--- src/rtl/button_conditioner.sv ---
// button_conditioner
// Purpose: turns raw, bouncy push-button levels into clean debounced levels,
//          single-cycle press/release pulses and optional auto-repeat presses.
//          Every channel is independent: 2-flop synchronizer plus its own FSM.
// Ports:
//   clk          fpga clock
//   reset        asynchronous, active-high reset
//   btn_raw      raw button levels (asynchronous, bouncy)
//   repeat_en    per-channel auto-repeat enable (synchronous to clk)
//   btn_level    debounced button level (registered)
//   btn_press    1-cycle pulse on accepted press and each auto-repeat (registered)
//   btn_release  1-cycle pulse on accepted release (registered)
module button_conditioner #(
  parameter int unsigned WIDTH           = 3,
  parameter int unsigned CNT_W           = 25,
  parameter int unsigned DEBOUNCE_CYCLES = 500000,
  parameter int unsigned REPEAT_DELAY    = 25000000,
  parameter int unsigned REPEAT_PERIOD   = 5000000
) (
  input  logic             clk,
  input  logic             reset,
  input  logic [WIDTH-1:0] btn_raw,
  input  logic [WIDTH-1:0] repeat_en,
  output logic [WIDTH-1:0] btn_level,
  output logic [WIDTH-1:0] btn_press,
  output logic [WIDTH-1:0] btn_release
);

  // Terminal counts: a counting state transitions when cnt reaches limit-1.
  localparam logic [CNT_W-1:0] DB_LAST = CNT_W'(DEBOUNCE_CYCLES - 1);
  localparam logic [CNT_W-1:0] RD_LAST = CNT_W'(REPEAT_DELAY - 1);
  localparam logic [CNT_W-1:0] RP_LAST = CNT_W'(REPEAT_PERIOD - 1);

  typedef enum logic [2:0] {
    S_IDLE,
    S_PRESS_DB,
    S_HELD,
    S_REPEAT,
    S_RELEASE_DB
  } state_t;

  logic [WIDTH-1:0] r_sync1;
  logic [WIDTH-1:0] r_sync2;

  // Two-flop synchronizer; the FSMs only ever see r_sync2.
  always_ff @(posedge clk or posedge reset) begin
    if (reset) begin
      r_sync1 <= '0;
      r_sync2 <= '0;
    end else begin
      r_sync1 <= btn_raw;
      r_sync2 <= r_sync1;
    end
  end

  for (genvar g = 0; g < WIDTH; g++) begin : g_ch
    state_t           r_state;
    state_t           w_state_nxt;
    logic [CNT_W-1:0] r_cnt;
    logic [CNT_W-1:0] w_cnt_nxt;
    logic             r_level;
    logic             r_press;
    logic             r_release;
    logic             w_level_nxt;
    logic             w_press_nxt;
    logic             w_release_nxt;
    logic             w_btn_s;
    logic             w_rep_en;
    logic             w_db_done;
    logic             w_rd_done;
    logic             w_rp_done;

    assign w_btn_s   = r_sync2[g];
    assign w_rep_en  = repeat_en[g];
    assign w_db_done = (r_cnt == DB_LAST);
    assign w_rd_done = (r_cnt == RD_LAST);
    assign w_rp_done = (r_cnt == RP_LAST);

    // State, counter and output registers.
    always_ff @(posedge clk or posedge reset) begin
      if (reset) begin
        r_state   <= S_IDLE;
        r_cnt     <= '0;
        r_level   <= 1'b0;
        r_press   <= 1'b0;
        r_release <= 1'b0;
      end else begin
        r_state   <= w_state_nxt;
        r_cnt     <= w_cnt_nxt;
        r_level   <= w_level_nxt;
        r_press   <= w_press_nxt;
        r_release <= w_release_nxt;
      end
    end

    // Next state and counter; every exit from a counting state clears cnt.
    always_comb begin
      w_state_nxt = r_state;
      w_cnt_nxt   = r_cnt;
      case (r_state)
        S_IDLE: begin
          w_cnt_nxt = '0;
          if (w_btn_s) w_state_nxt = S_PRESS_DB;
        end
        S_PRESS_DB: begin
          if (!w_btn_s) begin
            w_state_nxt = S_IDLE;
            w_cnt_nxt   = '0;
          end else if (w_db_done) begin
            w_state_nxt = S_HELD;
            w_cnt_nxt   = '0;
          end else begin
            w_cnt_nxt = r_cnt + CNT_W'(1);
          end
        end
        S_HELD: begin
          if (!w_btn_s) begin
            w_state_nxt = S_RELEASE_DB;
            w_cnt_nxt   = '0;
          end else if (!w_rep_en) begin
            w_cnt_nxt = '0;
          end else if (w_rd_done) begin
            w_state_nxt = S_REPEAT;
            w_cnt_nxt   = '0;
          end else begin
            w_cnt_nxt = r_cnt + CNT_W'(1);
          end
        end
        S_REPEAT: begin
          if (!w_btn_s) begin
            w_state_nxt = S_RELEASE_DB;
            w_cnt_nxt   = '0;
          end else if (!w_rep_en) begin
            w_state_nxt = S_HELD;
            w_cnt_nxt   = '0;
          end else if (w_rp_done) begin
            w_cnt_nxt = '0;
          end else begin
            w_cnt_nxt = r_cnt + CNT_W'(1);
          end
        end
        S_RELEASE_DB: begin
          if (w_btn_s) begin
            w_state_nxt = S_HELD;
            w_cnt_nxt   = '0;
          end else if (w_db_done) begin
            w_state_nxt = S_IDLE;
            w_cnt_nxt   = '0;
          end else begin
            w_cnt_nxt = r_cnt + CNT_W'(1);
          end
        end
        default: begin
          w_state_nxt = S_IDLE;
          w_cnt_nxt   = '0;
        end
      endcase
    end

    // Next output values; press and release come from disjoint states.
    always_comb begin
      w_press_nxt   = 1'b0;
      w_release_nxt = 1'b0;
      w_level_nxt   = 1'b0;
      if (w_btn_s) begin
        w_press_nxt = ((r_state == S_PRESS_DB) && w_db_done) ||
                      ((r_state == S_HELD)   && w_rep_en && w_rd_done) ||
                      ((r_state == S_REPEAT) && w_rep_en && w_rp_done);
      end
      w_release_nxt = (r_state == S_RELEASE_DB) && !w_btn_s && w_db_done;
      // Level is high in every state that follows an accepted press.
      w_level_nxt   = (w_state_nxt == S_HELD) || (w_state_nxt == S_REPEAT) ||
                      (w_state_nxt == S_RELEASE_DB);
    end

    assign btn_level[g]   = r_level;
    assign btn_press[g]   = r_press;
    assign btn_release[g] = r_release;
  end

endmodule
--- config.mk ---
export PLATFORM = sky130hd
export DESIGN_NAME = button_conditioner
export DESIGN_NICKNAME = d
export VERILOG_FILES = /design/src/rtl/button_conditioner.sv
export SDC_FILE = /design/constraint.sdc
export NUM_CORES = 1
export LEC_CHECK = 0
export CAP_MARGIN = 20
export CORE_MARGIN = 1.5
export CORE_UTILIZATION = 55
export CTS_CLUSTER_SIZE = 25
export DETAILED_ROUTE_END_ITERATION = 16
export GPL_ROUTABILITY_DRIVEN = 0
export PLACE_DENSITY = 0.75
export SLEW_MARGIN = 0
export SYNTH_ARGS = -nofsm -noshare
export SYNTH_HDL_FRONTEND = slang
export SYNTH_SLANG_ARGS = --single-unit
--- constraint.sdc ---
create_clock -name clk -period 5 [get_ports clk]
set_input_delay 1.5 -clock clk [delete_from_list [all_inputs] [get_ports clk]]
set_output_delay 1.5 -clock clk [all_outputs]
set_load 0.02 [all_outputs]
==> reports/metrics.cfg, run 1 <==
[run_status]
outcome = completed

[finish]
syn_to_final_growth_pct = 7.27
antennaDiodeCount = 0
final_layout_size_suffix_gt1_share_pct = 10.2
finalInstanceArea_um2 = 5570
final_net_count = 543

[timing]
worst_slew_pin_slew_ns = 0.919
totalNegativeSetupSlack_ns = 0
fmaxAchievable_mhz = 348
final_hold_slack_ns = 0.370
max_slew_margin_pct = 38.5
report.final.hold_viol_count = 0
worst_slack_ns = 2.13
rsz0062_at_grt = false
finalSetupViolations = 0
final.setup_skew_ns = 0.0107
min_period_over_period_pct = 57.5
final_period_minus_worst_setup_slack_ns = 2.87
slew_violations = 0

[yosys]
synthesized_area_um2 = 5200
synth-compound-area-share_pct = 4.58
post_synth_most_frequent_cells = 99 x dfrtp_1, 76 x nor2_1, 44 x xnor2_1
synth.mux.area_fraction_pct = 0.193
synth_sequential_area_ratio_pct = 47.7
postSynthCellCount = 527
synth_top_cell_by_area = dfrtp_1
synth-xor-area-share_pct = 11.6
commonest_register_cell_after_synthesis = dfrtp_1
async_reset_ff_share_pct = 100
synth_largest_type_area_fraction_pct = 47.7
yosysMostFrequentCell = dfrtp_1
synth_top_family_by_area = simple AND/OR/NAND/NOR gates
synth_edf_count = 0
synth_adder_area_share_pct = 0.722
synth_cell_type_count = 61
yosys_warnings = 0
synth_area_per_cell_um2 = 9.86
yosys_register_bits = 99
ys_top_cells_by_area = dfrtp_1 48%, xnor2_1 7.4%, nor2_1 5.5%
synthSimpleGateAreaFrac_pct = 30.7
syn_nets = 538

[min_path]
min_path_type = register to register

[grt]
via_count_of_the_first_global_routing_pass = 3745
globalRouteTotalUtil_pct = 20.9
number_of_antenna_violations_at_the_first_check_in_global_routing = 0
grt_pass1_wl_um = 16900
grt_start_max_net_pins = 59
overflow_left_after_global_routing = 0
globalRouteMet2Util_pct = 35.0
grt_util_met3_pct = 4.67
grt.busiest_layer = met2
grt_util_met1_pct = 26.7

[floorplanning]
chipHeight_um = 100
floorplan.die.width_um = 100
initial_core_util_pct = 56.5
io_pins = 17
die_area_um2 = 10000
fp.coreArea_um2 = 9200
placementRows = 35

[clocking]
postCtsResizedCells = 0
cts.sinks = 99
worstSkewPairLatency_ns = 0.36
tritoncts.num_buffers = 9
clock_path_buffers = 2
postCtsHoldBufs = 0
cts_tree = done
cts_h_tree_depth = 3
clk_transition_reported_paths_ns = 0.10
cts.root.buffer_cell = clkbuf_8
post_cts.repair.setup_buffers = 0

[route]
drt_drc_violations_left = 0
drt_iter0_drc = 154
via_total_after_detailed_routing = 3723
drtAntennaViolNets = 0
routed_via_density = 5.75
wl_per_cell_um = 14.7
firstDrtPassIters = 4
finalWirelength_um = 9550

[worst_setup_path]
timing.critical_path.arrival_ns = 3.09
critical_path_class = register to register
worstPathRequired_ns = 5.21
critPathSlowestCell = a2bb2oi_4
critical_path_max_stage_delay_ns = 0.73
critPathCaptureType = register
worst_setup_path_start_kind = register
cp_max_fo = 25
path_cells = or4b_4 -> or4_4 -> a211oi_4 -> a2bb2oi_4 -> nor2_1

[power]
power_leakage_nw = 2.13
irDropWorstVdd_mv = 0.226
power-per-cell-area_nw_per_um2 = 254

[placement]
dpl.hpwl_um = 6510
placed_area_um2 = 5340
pre_cts_ws_ns = 1.78
buffer_ports.inserted = 16

[run]
drv.max_cap_violation_count = 0

[report_power, final]
group	internal (mW)	total [mW]	switching, mW
logic	0.0137	0.0459	0.0322
clock network	0.285	0.555	0.270
registers	0.806	0.813	0.00700
total	1.10	1.41	0.310
[critical path, delay by kind of cell (launching register included)]
| family | cells | cell delay, ns |
|---|---|---|
| DFF | 1 | 0.45 |
| AOI/OAI and AO/OA | 2 | 1.04 |
| and+or+nand+nor | 3 | 1.22 |
[metrics by stage]
| stage | util, % | instances | power [mW] |
|---|---|---|---|
| 2_1_floorplan | - | 527 | 0.861 |
| 3_3_place_gp | 58.1 | 631 | 0.873 |
| 3_5_place_dp | 58.1 | 631 | 0.874 |
| 4_1_cts | 60.4 | 647 | 1.43 |
| 5_1_grt | 60.6 | 648 | 1.47 |
| 6_report | 60.6 | 648 | 1.41 |
[layout by cell type (no fill, tap or decap), types with 12 or more instances in the layout]
master	instances
and3_1	12
clkdlybuf4s50_1	16
dfrtp_1	99
inv_1	15
nand2_1	31
nand3_1	32
nand4_1	15
nor2_1	76
nor2_2	20
nor3_1	15
nor4_1	15
xnor2_1	44
xor2_1	25
[state kept, by name, summed over array words and instances, names as in the netlist]
register,count
g_ch.r_cnt,75
g_ch.r_state,9
g_ch.r_press,3
g_ch.r_release,3
g_ch.r_level,3
r_sync1,3
r_sync2,3
[path summary, 6_finish.rpt]
kind | end | startpoint | depth (start not counted) | slack [ns]
min in group asynchronous | g_ch[1].r_release | reset | 2 | 1.60
worst max register to register | g_ch[1].r_cnt[6] | g_ch[1].r_cnt[12] | 5 | 2.13
worst max-delay path | g_ch[1].r_cnt[6] | g_ch[1].r_cnt[12] | 5 | 2.13
worst min-delay path | r_sync2[2] | r_sync1[2] | 0 | 0.37
worst min register to register | r_sync2[2] | r_sync1[2] | 0 | 0.37
max in group asynchronous | g_ch[0].r_cnt[20] | reset | 3 | 2.63
[cells by family after synthesis]
kind of cell    Yosys count
simple gates            284
flops                    99
xor+xnor                 69
buf+inv                  42
compound gates           29
fa+ha+maj                 3
mux                       1
[routing by layer]
layer / vias up / wire length, um
li1: 1822 / -
met1: 1819 / 4460
met2: 70 / 4630
met3: 12 / 315
met4: 0 / 137
met5: - / 0
[area by class of cell]
type / count / area [um2]
clock buffers: 11 / 131
inverters: 17 / 66.3
well taps: 111 / 139
fillers: 760 / 3620
repair buffers: 19 / 190
clock inverters: 5 / 85.1
flip-flops and latches: 99 / 2480
multi-input cells: 386 / 2480
Note: power is estimated with default switching activity, not from simulation.
==> run 2, diff against run 1 <==
clock period = 3 ns   (was 5 ns; I/O delays follow)
==> run 2 against run 1 <==
Setup slack got worse by 1.6 ns. Count of clock-buffer cells in the layout is 2 lower. Power rose by 67%. Core utilization increased by 0.60 points. Combinational power increased by 78%. Maximum frequency rose by 18%.
==> reports/metrics.cfg, run 2 (synthesis results as in run 1) <==
[clocking]
cts.sinks = 99  ; unchanged
tritoncts.num_buffers = 9  ; unchanged
postCtsHoldBufs = 0  ; unchanged
cts.root.buffer_cell = clkbuf_8
clk_transition_reported_paths_ns = 0.09  ; about the same
worstSkewPairLatency_ns = 0.38  ; +0.02 ns
postCtsResizedCells = 0  ; unchanged
post_cts.repair.setup_buffers = 0  ; unchanged
cts_tree = done
cts_h_tree_depth = 3  ; unchanged
clock_path_buffers = 2  ; unchanged

[min_path]
min_from = r_sync1[0]
hold_path_end = r_sync2[0]
timing.hold.worst_path_depth = 0  ; unchanged
min_path_type = register to register

[power]
power_leakage_nw = 2.16  ; +1.5%
power-per-cell-area_nw_per_um2 = 420  ; +66%
irDropWorstVdd_mv = 0.301  ; +33%

[worst_setup_path]
critPathSlowestCell = or4b_4
timing.reg2reg.setup_slack_ns = 0.57  ; -1.55 ns
critical_path_max_stage_delay_ns = 0.55  ; -0.18 ns
cp_max_fo = 13  ; -48%
end_of_the_worst_register_to_register_path = g_ch[1].r_cnt[9]
worst_setup_path_start_kind = register
critical_path_class = register to register
timing.critical_path.arrival_ns = 2.69  ; -0.40 ns
critical-path-top-delay-family = simple AND/OR/NAND/NOR gates
critPathCaptureType = register
worstPathRequired_ns = 3.26  ; -1.95 ns
r2r-start = g_ch[1].r_cnt[12]
path_buf_inv = 1  ; +1
path_cells = or4b_4 -> or4_4 -> a211oi_4 -> a2bb2oi_4 -> buf_4 -> nor2_1
worst_r2r_path_depth = 6  ; +1

[finish]
mostFrequentLayoutCells = 99 x dfrtp_1, 76 x nor2_1, 44 x xnor2_1
syn_to_final_growth_pct = 8.33
final_layout_size_suffix_gt1_share_pct = 11.4  ; +1.2 points
finish.cell_count_without_fillers = 653  ; +0.77%
regMostFlops = g_ch.r_cnt
largest_registers = g_ch.r_cnt x75, g_ch.r_state x9
final_net_count = 548  ; +0.92%
antennaDiodeCount = 0  ; unchanged
largest_reg_flops = 75  ; unchanged
layout_commonest_cell = dfrtp_1

[timing]
report.final.hold_viol_count = 0  ; unchanged
worst_slew_pin_slew_ns = 0.660  ; -0.259 ns
min_period_over_period_pct = 80.9  ; +23 points
totalNegativeSetupSlack_ns = 0  ; unchanged
finalSetupViolations = 0  ; unchanged
fmaxAchievable_mhz = 412  ; +18%
final.setup_skew_ns = 0.0147  ; +0.00403 ns
slew_violations = 0  ; unchanged
rsz0062_at_grt = false
max_slew_margin_pct = 55.6  ; +17 points
final_period_minus_worst_setup_slack_ns = 2.43  ; -0.445 ns

[floorplanning]
fp.coreArea_um2 = 9200  ; unchanged
initial_core_util_pct = 56.5  ; unchanged
placementRows = 35  ; unchanged
floorplan.die.width_um = 100  ; unchanged
die_area_um2 = 10000  ; unchanged
chipHeight_um = 100  ; unchanged
io_pins = 17  ; unchanged

[grt]
globalRouteTotalUtil_pct = 21.1  ; +0.11 points
via_count_of_the_first_global_routing_pass = 3658  ; -2.3%
grt_pass1_wl_um = 16800  ; -0.53%
grt_start_max_net_pins = 46  ; -22%
number_of_antenna_violations_at_the_first_check_in_global_routing = 0  ; unchanged
overflow_left_after_global_routing = 0  ; unchanged

[placement]
buffer_ports.inserted = 16  ; unchanged
dpl.hpwl_um = 6680  ; +2.6%
dp.cells = 637  ; +0.95%

[route]
finalWirelength_um = 9700  ; +1.6%
drt_iter0_drc = 140  ; -9.1%
routed_via_density = 5.83  ; +1.6%
firstDrtPassIters = 4  ; unchanged
drtAntennaViolNets = 0  ; unchanged
via_total_after_detailed_routing = 3810  ; +2.3%
drt_drc_violations_left = 0  ; unchanged
wl_per_cell_um = 14.9  ; +0.84%

[run]
drv.max_cap_violation_count = 0  ; unchanged

[run_status]
outcome = completed

run 2: layer usage:
| metal | up-vias | share of wire, % | track usage [%] |
|---|---|---|---|
| li1 | 1833 | - | - |
| met1 | 1863 | 46 | 27.4 |
| met2 | 98 | 48 | 33.5 |
| met3 | 16 | 4.9 | 6.13 |
| met4 | 0 | 1.5 | 7.91 |
| met5 | - | 0 | 0 |
run 2: area by class of cell:
class	count	area (um2)
clock buffers	9	124
clock inverters	7	91.3
fillers	782	3570
inverters	17	67.6
multi-input cells	386	2480
flip-flops and latches	99	2480
well taps	111	139
repair buffers	24	245
run 2: power breakdown:
| part | internal [mW] | leakage [nW] | switching (mW) |
|---|---|---|---|
| clock | 0.468 | 0.109 | 0.461 |
| sequential | 1.34 | 1.36 | 0.0111 |
| combinational | 0.0280 | 0.692 | 0.0539 |
| total | 1.84 | 2.16 | 0.526 |
run 2: worst max-delay path by stage:
stage,from,endpoint,slack (ns),cells after the start
after floorplan,g_ch[1].r_cnt[12],g_ch[1].r_cnt[15],0.65,6
final,g_ch[1].r_cnt[12],g_ch[1].r_cnt[9],0.57,6
after global placement,g_ch[1].r_cnt[12],g_ch[1].r_cnt[6],0.60,6
after global routing,g_ch[2].r_cnt[0],g_ch[2].r_cnt[14],0.45,7
after detailed placement,g_ch[1].r_cnt[12],g_ch[1].r_cnt[1],0.58,6
after CTS,g_ch[1].r_cnt[12],g_ch[1].r_cnt[9],0.57,6
run 2: metrics by stage:
| step | area, um2 | utilization (%) | setup WS (ns) | total power, mW | hold WS (ns) |
|---|---|---|---|---|---|
| 2_1_floorplan | 5200 | - | 0.647 | 1.43 | 0.331 |
| 3_3_place_gp | 5410 | 58.9 | 0.599 | 1.46 | 0.333 |
| 3_5_place_dp | 5410 | 58.9 | 0.578 | 1.47 | 0.336 |
| 4_1_cts | 5630 | 61.2 | 0.566 | 2.40 | 0.358 |
| 5_1_grt | 5630 | 61.2 | 0.454 | 2.46 | 0.377 |
| 6_report | 5630 | 61.2 | 0.573 | 2.37 | 0.355 |
